`src/rtl/dcache_port_arbiter.sv`:
```
// dcache_port_arbiter
//   Shares the single D$ request port between the MMU page-table walker
//   (port M, read-only) and the pipeline load/store unit (port C).
//   One request is latched at a time and held stable on the D$ until it
//   completes. The response is routed back to the owning port, and the D$
//   enable is held low for one cycle between transactions. M has fixed
//   priority, but C is forced through after STARVE_LIMIT consecutive M grants
//   made while C was waiting. A sticky watchdog flags a D$ that never
//   completes.
//
// Ports
//   clk, reset          clock, asynchronous active-low reset
//   virtual_en          translation enable for pipeline accesses
//   m_req_* / m_resp_*  walker request (held until response) and response pulse
//   c_req_* / c_resp_*  pipeline request (held until response) and response pulse
//   dc_*                D$ request outputs and completion inputs
//   owner               0 = M, 1 = C; meaningful while dc_en = 1
//   err_timeout         sticky flag: a transaction stayed BUSY for TIMEOUT cycles
module dcache_port_arbiter #(
    parameter int unsigned STARVE_LIMIT = 4,
    parameter int unsigned TIMEOUT      = 1024
) (
    input  logic        clk,
    input  logic        reset,
    input  logic        virtual_en,
    input  logic        m_req_valid,
    input  logic [63:0] m_req_addr,
    output logic        m_resp_valid,
    output logic [63:0] m_resp_data,
    input  logic        c_req_valid,
    input  logic [63:0] c_req_addr,
    input  logic        c_req_write,
    input  logic [63:0] c_req_wdata,
    input  logic [1:0]  c_req_wlen,
    output logic        c_resp_valid,
    output logic [63:0] c_resp_rdata,
    output logic        dc_en,
    output logic [63:0] dc_addr,
    output logic        dc_write_en,
    output logic [63:0] dc_wdata,
    output logic [1:0]  dc_wlen,
    output logic        dc_virtual_mode,
    input  logic [63:0] dc_rdata,
    input  logic        dc_rvalid,
    input  logic        dc_write_done,
    output logic        owner,
    output logic        err_timeout
);

    localparam int unsigned STARVE_W = $clog2(STARVE_LIMIT + 1);
    localparam int unsigned TIMER_W  = $clog2(TIMEOUT + 1);
    localparam logic [STARVE_W-1:0] STARVE_MAX = STARVE_W'(STARVE_LIMIT);
    localparam logic [TIMER_W-1:0]  TIMER_MAX  = TIMER_W'(TIMEOUT);

    typedef enum logic [1:0] {
        ST_IDLE,
        ST_BUSY,
        ST_GAP
    } state_e;

    state_e              state_q;
    logic [STARVE_W-1:0] starve_q;
    logic [STARVE_W-1:0] starve_d;
    logic [TIMER_W-1:0]  timer_q;
    logic [TIMER_W-1:0]  timer_d;
    logic                err_q;
    logic                dc_en_q;
    logic                owner_q;
    logic                write_q;
    logic [63:0]         addr_q;
    logic [63:0]         wdata_q;
    logic [1:0]          wlen_q;

    logic                grant_c;
    logic                done;

    // C wins when M is idle, or when M has been granted STARVE_LIMIT times in a
    // row while C was waiting.
    assign grant_c = c_req_valid && (!m_req_valid || (starve_q == STARVE_MAX));

    // Completion is qualified by the latched write bit so a stray rvalid cannot
    // finish a store (and vice versa).
    assign done = (state_q == ST_BUSY) && (write_q ? dc_write_done : dc_rvalid);

    always_comb begin
        starve_d = '0;
        if (c_req_valid) begin
            starve_d = (starve_q == STARVE_MAX) ? starve_q : starve_q + STARVE_W'(1);
        end
        timer_d = (timer_q == TIMER_MAX) ? timer_q : timer_q + TIMER_W'(1);
    end

    always_ff @(posedge clk or negedge reset) begin
        if (!reset) begin
            state_q  <= ST_IDLE;
            starve_q <= '0;
            timer_q  <= '0;
            err_q    <= 1'b0;
            dc_en_q  <= 1'b0;
            owner_q  <= 1'b0;
            write_q  <= 1'b0;
            addr_q   <= '0;
            wdata_q  <= '0;
            wlen_q   <= '0;
        end else begin
            case (state_q)
                ST_IDLE: begin
                    if (m_req_valid || c_req_valid) begin
                        state_q <= ST_BUSY;
                        dc_en_q <= 1'b1;
                        owner_q <= grant_c;
                        timer_q <= '0;
                        if (grant_c) begin
                            addr_q   <= c_req_addr;
                            write_q  <= c_req_write;
                            wdata_q  <= c_req_wdata;
                            wlen_q   <= c_req_wlen;
                            starve_q <= '0;
                        end else begin
                            // Walker accesses are always plain reads.
                            addr_q   <= m_req_addr;
                            write_q  <= 1'b0;
                            wdata_q  <= '0;
                            wlen_q   <= '0;
                            starve_q <= starve_d;
                        end
                    end
                end
                ST_BUSY: begin
                    if (done) begin
                        state_q <= ST_GAP;
                        dc_en_q <= 1'b0;
                        timer_q <= '0;
                    end else begin
                        timer_q <= timer_d;
                        // Flag on the edge the timer reaches TIMEOUT; keep waiting.
                        if (timer_d == TIMER_MAX) begin
                            err_q <= 1'b1;
                        end
                    end
                end
                ST_GAP: begin
                    state_q <= ST_IDLE;
                end
                default: begin
                    state_q <= ST_IDLE;
                    dc_en_q <= 1'b0;
                end
            endcase
        end
    end

    assign dc_en           = dc_en_q;
    assign dc_addr         = addr_q;
    assign dc_write_en     = write_q;
    assign dc_wdata        = wdata_q;
    assign dc_wlen         = wlen_q;
    assign dc_virtual_mode = dc_en_q && owner_q && virtual_en;
    assign owner           = owner_q;
    assign err_timeout     = err_q;

    assign m_resp_valid = done && !owner_q;
    assign m_resp_data  = m_resp_valid ? dc_rdata : '0;
    assign c_resp_valid = done && owner_q;
    assign c_resp_rdata = (c_resp_valid && !write_q) ? dc_rdata : '0;

endmodule
```
`config.mk`:
```
export PLATFORM = sky130hd
export DESIGN_NAME = dcache_port_arbiter
export DESIGN_NICKNAME = d
export VERILOG_FILES = /design/src/rtl/dcache_port_arbiter.sv
export SDC_FILE = /design/constraint.sdc
export NUM_CORES = 1
export LEC_CHECK = 0
export CAP_MARGIN = 20
export CORE_AREA = 2 2 204 206
export DETAILED_ROUTE_END_ITERATION = 8
export DIE_AREA = 0 0 206 208
export GPL_ROUTABILITY_DRIVEN = 0
export GPL_TIMING_DRIVEN = 0
export PLACE_DENSITY = 0.57
export SYNTH_ARGS = -nofsm -noshare
export SYNTH_HDL_FRONTEND = slang
export SYNTH_SLANG_ARGS = --single-unit
```
`constraint.sdc`:
```
create_clock -name clk -period 1.6 [get_ports clk]
set_input_delay 0.32 -clock clk [delete_from_list [all_inputs] [get_ports clk]]
set_output_delay 0.32 -clock clk [all_outputs]
set_load 0.02 [all_outputs]
```
==> flow_summary.yaml <==
status:
  outcome: "complete, but fails checks"
  violations: "setup timing"
worst_setup_path:
  crit_top_cell: "and2_4"
  crit_fanout: 10
  start_kind: "register"
  crit_type: "reg2out"
  critPathCaptureType: "output pin"
  critPathArrivalTime_ns: 2.16
  crit_path_top_delay_cell: "dfrtp_2"
  path_cells: "mux2i_4 > nor2_2 > and2_4 > nor2b_4 > clkbuf_16 > buf_8 > and2_4 > buf_6"
  required_ns: 1.28
  cpPeakStageDelay_ns: 0.44
  reg2reg_depth: 11
pwr:
  cellLeakagePower_nw: 9.30
  swShare_pct: 40.8
  total_power_mw: 24.4
  p_comb_share_pct: 58.1
  p_int_mw: 14.4
  p_per_area_nw_per_um2: 1430
  p_sw_mw: 9.97
  clkPwrFrac_pct: 16.9
  p_seq_share_pct: 25.0
  irDropWorstVdd_uv: 653
drt:
  wl_per_cell_um: 19.3
  drt_iter0_drc: 297
  ant_nets: 0
  first_pass_iters: 6
  wl_um: 39100
  dr_total_vias: 8583
  viasPerCell: 4.24
  drc_errors: 0
layout:
  area_delta_synth_final_pct: 126
  regArea_sq_um: 3760
  fin_nets: 1751
  final_common_cell: "clkdlybuf4s50_1"
  drive_above_1_share_pct: 36.3
  multiInputGateArea_sq_um: 4370
  final_cell_mix: "clkdlybuf4s50_1, nand2_1, buf_6, dfrtp_1, dlymetal6s2s_1"
  fin_util_pct: 42.2
  nFillCells: 3943
  antenna_cells: 0
synthesis:
  synthArstFlopShare_pct: 100
  synth-xor-area-share_pct: 0.348
  netlist_area_sq_um: 7560
  yosysWarningCount: 0
  synthSimpleGateAreaFrac_pct: 29.1
  synth_edf_count: 0
  avgSynthCellArea_sq_um: 8.97
  synth_cell_type_count: 47
  syn_inst: 843
  synthAdderAreaFrac_pct: 0.662
  synth_top_flop_cell: "dfrtp_1"
  ys_seq_area_share_pct: 49.7
  muxShareOfSynthArea_pct: 8.76
  synth_seq_cells: 150
  synth_compound_area_share_pct: 7.65
  synth_top_family_by_area: "simple AND/OR/NAND/NOR gates"
  syn_nets: 1113
grt:
  gr-total-overflow: 0
  grt_pass1_wl_um: 53200
  grtUsageTotal_pct: 16.5
  antenna_found_initial: 1
  grt_pass1_vias: 8565
  grt_max_degree: 85
clocking:
  cts_max_path_buffers: 2
  cts-root-buf: "clkbuf_16"
  cts_tree: "done"
  numCtsBuffers: 17
  insertion_delay_ns: 0.45
  clk_pin_slew_ns: 0.07
  clock_sink_count: 150
  ctsHtreeMaxLevel: 4
placement:
  dp_hpwl_um: 28600
  dp_slack_ns: -1.63
  io_buffer_count: 530
floorplanning:
  start_util_pct: 18.6
  coreArea_sq_um: 40600
  row_count: 74
  die_w_um: 206
  io_pins: 531
  die-area_sq_um: 42800
  chipHeight_um: 208
timing:
  slew_headroom_pct: 62.0
  tightestPinTransition_ns: 0.570
  skew_ns: 0.0147
  drv_slew: 0
  rsz0062_at_grt: "yes"
  fin_ws_ns: -0.881
  finalCriticalPeriod_ns: 2.48
  period_share_pct: 155
  fmaxAchievable_ghz: 0.403
  setup_viol: 258
  hold_viol_final: 0
worst_hold_path:
  worstHoldPathType: "in2async"
job:
  max_cap_violations: 0
==> power groups by stage <==
stage / clock [mW] / sequential, mW / combinational, mW
after floorplan: 0 / 7.82 / 3.88
after global placement: 0 / 6.12 / 11.9
after detailed placement: 0 / 6.17 / 11.9
after CTS: 4.26 / 6.15 / 12.4
after global routing: 4.40 / 6.29 / 15.1
final: 4.13 / 6.11 / 14.2
==> through the flow <==
stage / cells / cell area (sq um) / hold WS, ns / TNS, ns
after detailed placement: 1906 / 13800 / 0.315 / -350.84
after CTS: 1952 / 14700 / 0.388 / -198.44
after global routing: 2026 / 17100 / 0.404 / -149.31
after floorplan: 843 / 7780 / 0.0244 / -24.65
final: 2026 / 17100 / 0.416 / -123.44
after global placement: 1905 / 13800 / 0.451 / -1295.25
==> sequential cells by signal (all words and copies together) (netlist names) <==
signal / flops
err_timeout: 1
dc_addr: 64
dc_en: 1
starve_q: 3
dc_wlen: 2
state_q: 2
owner: 1
dc_wdata: 64
dc_write_en: 1
timer_q: 11
==> synth_stat cells (2+ instances only) <==
| cell type | instances | share of area (%) |
|---|---|---|
| nand2b_1 | 3 | 0.25 |
| nor3_1 | 3 | 0.20 |
| ha_1 | 4 | 0.66 |
| o22ai_1 | 3 | 0.25 |
| nand2_1 | 211 | 10 |
| buf_4 | 3 | 0.30 |
| and3_2 | 2 | 0.20 |
| nand3_1 | 71 | 4.7 |
| nand4_1 | 4 | 0.33 |
| and2_1 | 130 | 11 |
| xnor2_1 | 2 | 0.23 |
| inv_1 | 7 | 0.35 |
| buf_2 | 14 | 0.93 |
| a21oi_1 | 3 | 0.20 |
| dfrtp_1 | 150 | 50 |
| nor2b_1 | 2 | 0.17 |
| buf_1 | 9 | 0.45 |
| o31ai_1 | 4 | 0.40 |
| mux2i_1 | 65 | 8.6 |
| o21ai_0 | 79 | 5.2 |
| clkbuf_1 | 37 | 1.8 |
| nor2_1 | 12 | 0.60 |
==> per-layer routing <==
layer	up-vias	global-route usage (%)	wire length, um
li1	4066	-	-
met1	4095	18.1	14600
met2	368	30.0	20300
met3	52	4.92	3090
met4	2	5.44	1060
met5	-	0	14
==> layout make-up <==
cell class | count | share of cell area, %
Buffer | 57 | 3.40
Clock buffer | 19 | 2.59
Clock inverter | 13 | 0.871
Inverter | 7 | 0.168
Multi-Input combinational cell | 623 | 25.6
Sequential cell | 150 | 22.0
Tap cell | 532 | 3.89
Timing Repair Buffer | 625 | 41.5
==> critical path: cells and delay by family, from the launching register on <==
kind | cells | cell delay, ns
buf+inv | 3 | 0.41
flops | 1 | 0.44
mux | 1 | 0.22
simple gates | 4 | 0.64
==> cell families after synthesis <==
| family | after synthesis |
|---|---|
| AOI/OAI and AO/OA | 101 |
| and+or+nand+nor | 449 |
| xor gates and xnor gates | 3 |
| muxes | 66 |
| adders and majority gates | 4 |
| buffers and inverters | 70 |
| DFF | 150 |
==> final timing paths <==
kind                                     startpoint                       end  slack (ns)
setup / recovery            dc_write_en$_DFFE_PN0P_          c_resp_rdata[19]       -0.88
hold / removal                                reset  dc_wdata[52]$_DFFE_PN0P_        0.42
setup reg to reg            starve_q[0]$_DFFE_PN0P_   dc_addr[32]$_DFFE_PN0P_       -0.29
hold reg to reg            dc_wdata[19]$_DFFE_PN0P_  dc_wdata[19]$_DFFE_PN0P_        0.46
max in group asynchronous                     reset   dc_addr[14]$_DFFE_PN0P_        0.34
min in group clk                    c_req_wdata[21]  dc_wdata[21]$_DFFE_PN0P_        0.42
==> timing repair <==
item | 4_1_cts | 5_1_grt
gates resized for setup | 770 | 650
gates cloned | 6 | 17
hold endpoints to repair | 66 | 0
buffers inserted | 9 | 63
setup endpoints to repair | 414 | 414
pin swaps | 12 | 73
hold buffers | 1 | 0
Note: power is estimated with default switching activity, not from simulation.
